===== src/rtl/dac_cmd_sequencer.sv =====
// rtl/dac_cmd_sequencer.sv - queued DAC write command sequencer for the 24-bit DAC SPI master
//
// Accepts {sel, data} commands into a small FIFO. It issues them one at a time to
// spi_master using the wr_req/ack handshake. After each transfer it forces a CSn-high
// gap. If no ack arrives, it aborts the transfer on a timeout.
//
// Ports:
//   clk, rst                 lclk, synchronous active-high reset
//   cmd_valid/cmd_ready      command push handshake; cmd_sel, cmd_data carry the command
//   spi_wr_req/spi_wr_data   request and word to spi_master; spi_sel selects the DAC
//   spi_ack                  transfer-complete strobe from spi_master
//   flush                    discard every queued command that is not yet in flight
//   err_clr                  clear the sticky err_timeout flag
//   busy, fifo_count         activity and queue occupancy status
//   err_timeout              sticky flag: a transfer was aborted without ack
module dac_cmd_sequencer #(
   parameter int P_DEPTH   = 8,
   parameter int P_GAP     = 16,
   parameter int P_TIMEOUT = 4096
) (
   input  logic                           clk,
   input  logic                           rst,
   input  logic                           cmd_valid,
   output logic                           cmd_ready,
   input  logic                           cmd_sel,
   input  logic [23:0]                    cmd_data,
   output logic                           spi_wr_req,
   output logic [23:0]                    spi_wr_data,
   output logic                           spi_sel,
   input  logic                           spi_ack,
   input  logic                           flush,
   input  logic                           err_clr,
   output logic                           busy,
   output logic [$clog2(P_DEPTH+1)-1:0]   fifo_count,
   output logic                           err_timeout
);

   localparam int AW = $clog2(P_DEPTH);
   localparam int CW = $clog2(P_DEPTH + 1);
   localparam int TW = $clog2(P_TIMEOUT);
   localparam int GW = $clog2(P_GAP + 1);
   localparam logic [TW-1:0] T_LAST = TW'(P_TIMEOUT - 1);
   localparam logic [GW-1:0] G_LAST = GW'(P_GAP - 1);

   typedef enum logic [1:0] {IDLE, XFER, GAP} state_t;

   state_t          state, state_next;
   logic [24:0]     mem [P_DEPTH];
   logic [AW-1:0]   wr_ptr, rd_ptr;
   logic [TW-1:0]   timer;
   logic [GW-1:0]   gap_cnt;
   logic            push, pop, err_set;

   // The ready signal uses the registered count only, so a same-cycle pop never frees a slot.
   assign cmd_ready = (fifo_count < CW'(P_DEPTH)) && !flush;
   assign push      = cmd_valid && cmd_ready;
   assign busy      = (state != IDLE) || (fifo_count != '0);

   always_ff @(posedge clk) begin
      if (rst) state <= IDLE;
      else     state <= state_next;
   end

   always_comb begin
      state_next = state;
      pop        = 1'b0;
      err_set    = 1'b0;
      case (state)
         IDLE: begin
            if (fifo_count != '0 && !flush) begin
               pop        = 1'b1;
               state_next = XFER;
            end
         end
         XFER: begin
            // Ack takes priority over a timeout that expires in the same cycle.
            if (spi_ack) begin
               state_next = GAP;
            end else if (timer == T_LAST) begin
               err_set    = 1'b1;
               state_next = GAP;
            end
         end
         GAP: begin
            if (gap_cnt == G_LAST) state_next = IDLE;
         end
         default: state_next = IDLE;
      endcase
   end

   // Storage has no reset; occupancy is tracked entirely by the pointers and count.
   always_ff @(posedge clk) begin
      if (push) mem[wr_ptr] <= {cmd_sel, cmd_data};
   end

   always_ff @(posedge clk) begin
      if (rst) begin
         wr_ptr      <= '0;
         rd_ptr      <= '0;
         fifo_count  <= '0;
         spi_wr_req  <= 1'b0;
         spi_wr_data <= '0;
         spi_sel     <= 1'b0;
         err_timeout <= 1'b0;
         timer       <= '0;
         gap_cnt     <= '0;
      end else begin
         if (flush) begin
            wr_ptr     <= '0;
            rd_ptr     <= '0;
            fifo_count <= '0;
         end else begin
            if (push) wr_ptr <= wr_ptr + AW'(1);
            if (pop)  rd_ptr <= rd_ptr + AW'(1);
            if (push && !pop)      fifo_count <= fifo_count + CW'(1);
            else if (pop && !push) fifo_count <= fifo_count - CW'(1);
         end

         // Data and select only change on a pop, so they hold while req is low.
         if (pop) begin
            spi_wr_req               <= 1'b1;
            {spi_sel, spi_wr_data}   <= mem[rd_ptr];
         end else if (state == XFER && state_next == GAP) begin
            spi_wr_req <= 1'b0;
         end

         timer   <= (state == XFER) ? timer + TW'(1) : '0;
         gap_cnt <= (state == GAP) ? gap_cnt + GW'(1) : '0;

         if (err_set)      err_timeout <= 1'b1;
         else if (err_clr) err_timeout <= 1'b0;
      end
   end

endmodule


===== config.mk =====
export PLATFORM = sky130hd
export DESIGN_NAME = dac_cmd_sequencer
export DESIGN_NICKNAME = d
export VERILOG_FILES = /design/src/rtl/dac_cmd_sequencer.sv
export SDC_FILE = /design/constraint.sdc
export NUM_CORES = 1
export LEC_CHECK = 0
export BUFFER_PORTS_ARGS = -buffer_cell sky130_fd_sc_hd__buf_2
export CORE_MARGIN = 2
export CORE_UTILIZATION = 45
export CTS_CLUSTER_DIAMETER = 40
export DETAILED_ROUTE_END_ITERATION = 16
export GPL_TIMING_DRIVEN = 1
export PLACE_DENSITY = 0.72
export REMOVE_ABC_BUFFERS = 1
export SLEW_MARGIN = 20
export SYNTH_ARGS = -nofsm -noshare
export SYNTH_HDL_FRONTEND = slang
export SYNTH_SLANG_ARGS = --single-unit

===== constraint.sdc =====
create_clock -name clk -period 4.23 [get_ports clk]
set_input_delay 0.846 -clock clk [delete_from_list [all_inputs] [get_ports clk]]
set_output_delay 0.846 -clock clk [all_outputs]
set_load 0.005 [all_outputs]

==> reports/metrics.cfg, run 1 <==
[worst_setup_path]
worstRegToRegCells=10
critPathMaxFanout=7
crit_chain=or4_1 > nand2b_1 > buf_2
max_stage_delay_ns=0.69
worstPathArrival_ns=1.94
path_depth=3
critPathTopFamily=simple AND/OR/NAND/NOR gates
crit_buf_inv=1
required_ns=3.38
crit_type=flip-flop to output port
end_kind=output port
crit_path_start_kind=flip-flop
crit_path_top_delay_cell=or4_1

[global_routing]
grt.overflow.total=0
grt_max_degree=53
grt_pass1_wl_mm=30.17
antenna_found_initial=3
grt_pass1_vias=5415
grtUsageTotal_pct=16.67

[synthesis]
synth_top_area_cell=edfxtp_1
netlist.area_leader.share_pct=60.80
yosys_warnings=0
synthArstFlopShare_pct=0
syn_area_mm2=0.009878
syn_avg_cell_area_um2=18.29
synth-seq-cells=256
synth_area_leaders=edfxtp_1 61%, mux4_2 11%, dfxtp_1 11%
ys_types=43
synth-edff-count=200
ys_dominant_reg_cell=edfxtp_1
seq_area_frac_synth_pct=72.15
syn_inst=540
synth_most_common_cell=edfxtp_1
synth_commonest_cells=200 x edfxtp_1, 56 x dfxtp_1, 50 x mux4_2, 38 x nor2_1, 26 x o22ai_1

[cts]
ctsHtreeMaxLevel=1
insertion_delay_ns=0.56
cts_made_buffers=30
cts_root_buffer=clkbuf_16
cts-resized-gates=0
hold_buffers=0
cts_tree=built
clock_path_buffers=3
post_cts_buffers=0
cts.sinks=256
clkTransAtPathRegs_ns=0.06

[cells_and_area]
area_growth_pct=16.81
nets=662
nFillCells=1691
multi_input_area_mm2=0.002574
diodes=0
drive_above_1_share_pct=36.38
seq_area_mm2=0.007132

[placement]
gp_congestion=0.7300
numPortBuffers=63
hpwl_mm=11.07

[power]
vdd_drop_max_mv=0.3723
power_density_mw_per_mm2=510.7
leakagePower_nw=3.859
p_total_mw=5.892

[timing]
maxSlewViolCount=0
finalCritPeriodShare_pct=65.93
fin_tns_setup_ns=0
period_needed_ns=2.789
tightest_slew_ns=0.9588
max_slew_margin_pct=36.08
setup_violations=0
rsz0062_at_grt=false
finalHoldViolCount=0
fin_skew_ns=0.02792
timing.fmax_ghz=0.3586

[detailed_routing]
drtIter0Drc=361
drc_errors=0
wl_per_cell_um=20.57
ant_nets=0
route.vias.total=5110
via_per_inst=5.518
drt_wl_total_mm=19.05
firstDrtPassIters=5

[status]
status=complete, no violations

[floorplanning]
core_area_mm2=0.02169
io_pins=64
chipHeight_um=152.2
die_area_mm2=0.02315
die_w_um=152.2
rows=54
start_util_pct=45.55

[run]
drv_cap=0

[worst_hold_path]
hold_class=flip-flop to flip-flop
holdPathStages=1

## logic make-up (layout without fill, tap and decap cells)
logic type                 count (synthesis)  in the layout  synth area share [%]
xor gates and xnor gates                  15             15                 1.330
AOI/OAI and AO/OA                         42             42                 2.685
muxes                                     52             52                 11.60
buffers and inverters                     33            139                 2.052
adders and majority gates                  9              9                 1.216
and+or+nand+nor                          133            133                 8.968
DFF                                      256            256                 72.15
## flip-flops by register name, summed over array words and instances (netlist names)
signal       flops
rd_ptr           3
spi_wr_req       1
fifo_count       4
timer           12
gap_cnt          5
spi_sel          1
spi_wr_data     24
mem            200
state            2
wr_ptr           3
err_timeout      1
## final timing paths
kind | to | startpoint | slack [ns]
max | busy | fifo_count[3] | 1.44
min reg2reg | gap_cnt[0] | gap_cnt[0] | 0.45
max reg2reg | fifo_count[3] | fifo_count[3] | 1.49
min | gap_cnt[0] | gap_cnt[0] | 0.45
## layout make-up
type | count | area share, %
flip-flops and latches | 256 | 61.81
well taps | 280 | 3.036
multi-input cells | 251 | 22.31
repair buffers | 76 | 3.860
inverters | 7 | 0.2277
clock inverters | 25 | 2.223
clock buffers | 31 | 6.539
## per-stage QoR
| step | instances | setup slack [ns] | utilization (%) | hold WS (ns) | area [um^2] |
|---|---|---|---|---|---|
| after floorplan | 514 | 0.5090 | - | 0.4175 | 9702 |
| after global placement | 869 | 1.356 | 48.41 | 0.4282 | 10500 |
| after detailed placement | 869 | 1.319 | 48.41 | 0.4426 | 10500 |
| after CTS | 925 | 1.438 | 53.07 | 0.4536 | 11510 |
| after global routing | 926 | 1.361 | 53.20 | 0.4608 | 11540 |
| final | 926 | 1.441 | 53.20 | 0.4511 | 11540 |
## power breakdown
group	switching, mW	internal, mW
combinational	0.266	0.241
clock	1.03	1.51
sequential	0.0678	2.78
## placed cells by master, fill, tap and decap left out, types with 20 or more instances in the layout
master,instances
o22ai_1,26
nor2_4,20
edfxtp_1,200
nor3_2,24
buf_2,63
clkbuf_16,30
nor2_1,32
dfxtp_1,54
mux4_2,50
## worst reg2reg max path, cell delays in order, from the launching register on
cell and delay, ns:
dfxtp_1 0.37, or4_1 0.69, and2_4 0.21, inv_2 0.06
ha_1 0.16, inv_1 0.10, ha_1 0.35, a21oi_1 0.10
a211o_1 0.31, a211oi_1 0.21, a31o_2 0.13
## routing by layer
layer | share of wire [%] | up-vias | global-route usage, % | wire (um)
met5 | 0.074 | - | 0 | 14
met4 | 2.0 | 4 | 4.584 | 381
met3 | 5.2 | 32 | 3.072 | 982
met2 | 50 | 148 | 28.40 | 9578
met1 | 42 | 2629 | 22.24 | 8088
li1 | - | 2297 | - | -
Power figures use the tool's default switching activity.
==> inputs of run 2 (changes only) <==
PLACE_DENSITY = 0.75   (was 0.72)
clock period = 2.37 ns   (was 4.23 ns; I/O delays follow)
==> run 2 against run 1 <==
Compared with the run above: the run now ends with negative setup slack left; die area stayed put; worst hold slack worse by 0.30 ns; non-clock buffer count is 22 higher; sequential power is 78% higher; register-to-register slack worse by 1.5 ns; clock-buffer cell count is 2 higher; setup slack worse by 1.4 ns; critical endpoint is now fifo_count[3]; cell area is 2.2% higher; wire length is 3.9% higher; flip-flop and latch count stayed put; sequential share of layout area is 1.3 points lower; global-route usage is 0.45 points higher.
==> reports/metrics.cfg, run 2 (same netlist as run 1, synthesis figures left out) <==
[timing]
maxSlewViolCount=0  ; unchanged
tightest_slew_ns=0.7371  ; -0.2217 ns
finalWorstSetupSlack_ns=-0.006347  ; -1.447 ns
timing.fmax_ghz=0.4208
fin_skew_ns=0.01404  ; -0.01387 ns
fin_tns_setup_ns=-0.006347  ; -0.006347 ns
period_needed_ns=2.376
setup_violations=1  ; +1
finalCritPeriodShare_pct=100.3
max_slew_margin_pct=50.86  ; +15 points
rsz0062_at_grt=true
finalHoldViolCount=0  ; unchanged

[worst_setup_path]
rrSetupSlack_ns=-0.006  ; -1.50 ns
path_common_cell=ha_4
max_stage_delay_ns=0.53  ; -0.16 ns
crit_chain=or4_4 > and2_4 > inv_4 > ha_4 > inv_6 > ha_4 > a21oi_4 > a211o_1 > a211oi_2 > a31o_2
crit_path_top_delay_cell=or4_4
crit_type=flip-flop to flip-flop
crit_path_start_kind=flip-flop
required_ns=2.84  ; -0.54 ns
worstPathArrival_ns=2.85  ; +0.91 ns
critPathMaxFanout=4  ; -3
end_kind=flip-flop

[detailed_routing]
firstDrtPassIters=4  ; -1
via_per_inst=5.481  ; -0.68%
drt_wl_total_mm=19.79  ; +3.9%
ant_nets=0  ; unchanged
drc_errors=0  ; unchanged
drtIter0Drc=349  ; -3.3%
route.vias.total=5185  ; +1.5%
wl_per_cell_um=20.92  ; +1.7%

[cts]
insertion_delay_ns=0.53  ; -0.03 ns
clock_path_buffers=3  ; unchanged
cts.sinks=256  ; unchanged
cts_tree=built
cts_root_buffer=clkbuf_16
ctsHtreeMaxLevel=1  ; unchanged
cts_made_buffers=28  ; -6.7%
clkTransAtPathRegs_ns=0.06  ; about the same

[floorplanning]
start_util_pct=45.55  ; unchanged
chipHeight_um=152.2  ; unchanged
die_w_um=152.2  ; unchanged
rows=54  ; unchanged
io_pins=64  ; unchanged
core_area_mm2=0.02169  ; unchanged
die_area_mm2=0.02315  ; unchanged

[global_routing]
grt.overflow.total=0  ; unchanged
grt_pass1_vias=5572  ; +2.9%
grt_max_degree=30  ; -43%
grt_pass1_wl_mm=30.99  ; +2.7%
antenna_found_initial=2  ; -1
grtUsageTotal_pct=17.12  ; +0.45 points

[cells_and_area]
nets=682  ; +3.0%
regMostFlops=mem
area_growth_pct=19.39
final_cell_mix=200 x edfxtp_1, 63 x buf_2, 53 x dfxtp_1
reg_top3=mem (200), spi_wr_data (24), timer (12)
layout_commonest_cell=edfxtp_1
drive_above_1_share_pct=39.76  ; +3.4 points
largest_reg_flops=200  ; unchanged
final_util_pct=54.38  ; +1.2 points

[status]
status=finished, violations left
violations=negative setup slack

[power]
vdd_drop_max_mv=0.6203  ; +67%
leakagePower_nw=3.975  ; +3.0%
power_density_mw_per_mm2=895.6  ; +75%

[placement]
hpwl_mm=12.17  ; +9.9%
numPortBuffers=63  ; unchanged
gp_congestion=0.7649  ; +4.8%

[worst_hold_path]
hold_class=input pin to flip-flop

[run]
drv_cap=0  ; unchanged

-- run 2: area by class of cell --
cell class | instances | area (um^2)
fill | 1653 | 9894
sequential | 256 | 7133
multi-input combinational | 251 | 2646
clock buffer | 33 | 760.7
timing repair buffer | 98 | 640.6
tap | 280 | 350.3
clock inverter | 19 | 224.0
inverter | 7 | 33.78
antenna | 2 | 5.005
-- run 2: where the power goes --
part	switching (mW)	internal [mW]
clock network	1.72	2.75
registers	0.105	4.96
logic	0.527	0.501
-- run 2: worst paths after layout --
check	start	endpoint	depth (start not counted)
min reg2reg	gap_cnt[0]	gap_cnt[0]	1
min	rst	err_timeout	2
max	fifo_count[1]	fifo_count[3]	10
max reg2reg	fifo_count[1]	fifo_count[3]	10
-- run 2: layer usage --
| metal | vias to the layer above | routed length, um | GRT usage (%) | share of wire (%) |
|---|---|---|---|---|
| met2 | 181 | 9945 | 29.60 | 50 |
| met3 | 40 | 1344 | 3.043 | 6.8 |
| li1 | 2333 | - | - | - |
| met1 | 2631 | 8005 | 22.18 | 40 |
| met4 | 0 | 492 | 5.429 | 2.5 |
| met5 | - | 0 | 0 | 0 |
-- run 2: metrics by stage --
stage / instances / setup WS, ns / hold slack [ns] / total power, mW / instance area (um^2)
3_3_place_gp: 890 / 0.01357 / 0.4295 / 6.106 / 10710
5_1_grt: 945 / -0.08939 / 0.1665 / 10.92 / 11790
2_1_floorplan: 514 / -0.9790 / 0.4175 / 5.762 / 9702
3_5_place_dp: 890 / -0.1209 / 0.4371 / 6.143 / 10710
6_report: 946 / -0.006347 / 0.1556 / 10.56 / 11790
4_1_cts: 942 / 0.01731 / 0.1353 / 10.64 / 11750
-- run 2: what timing repair did --
item	4_1_cts	5_1_grt
hold buffers	0	0
setup endpoints to repair	1	2
pin swaps	1	5
buffers inserted	0	2
gates resized for setup	9	7
-- run 2: worst max-delay path: cells and delay by family, from the launching register on --
family | cells | cell delay [ns]
fa+ha+maj | 2 | 0.45
flops | 1 | 0.32
buf+inv | 2 | 0.10
compound gates | 4 | 0.75
simple gates | 2 | 0.70
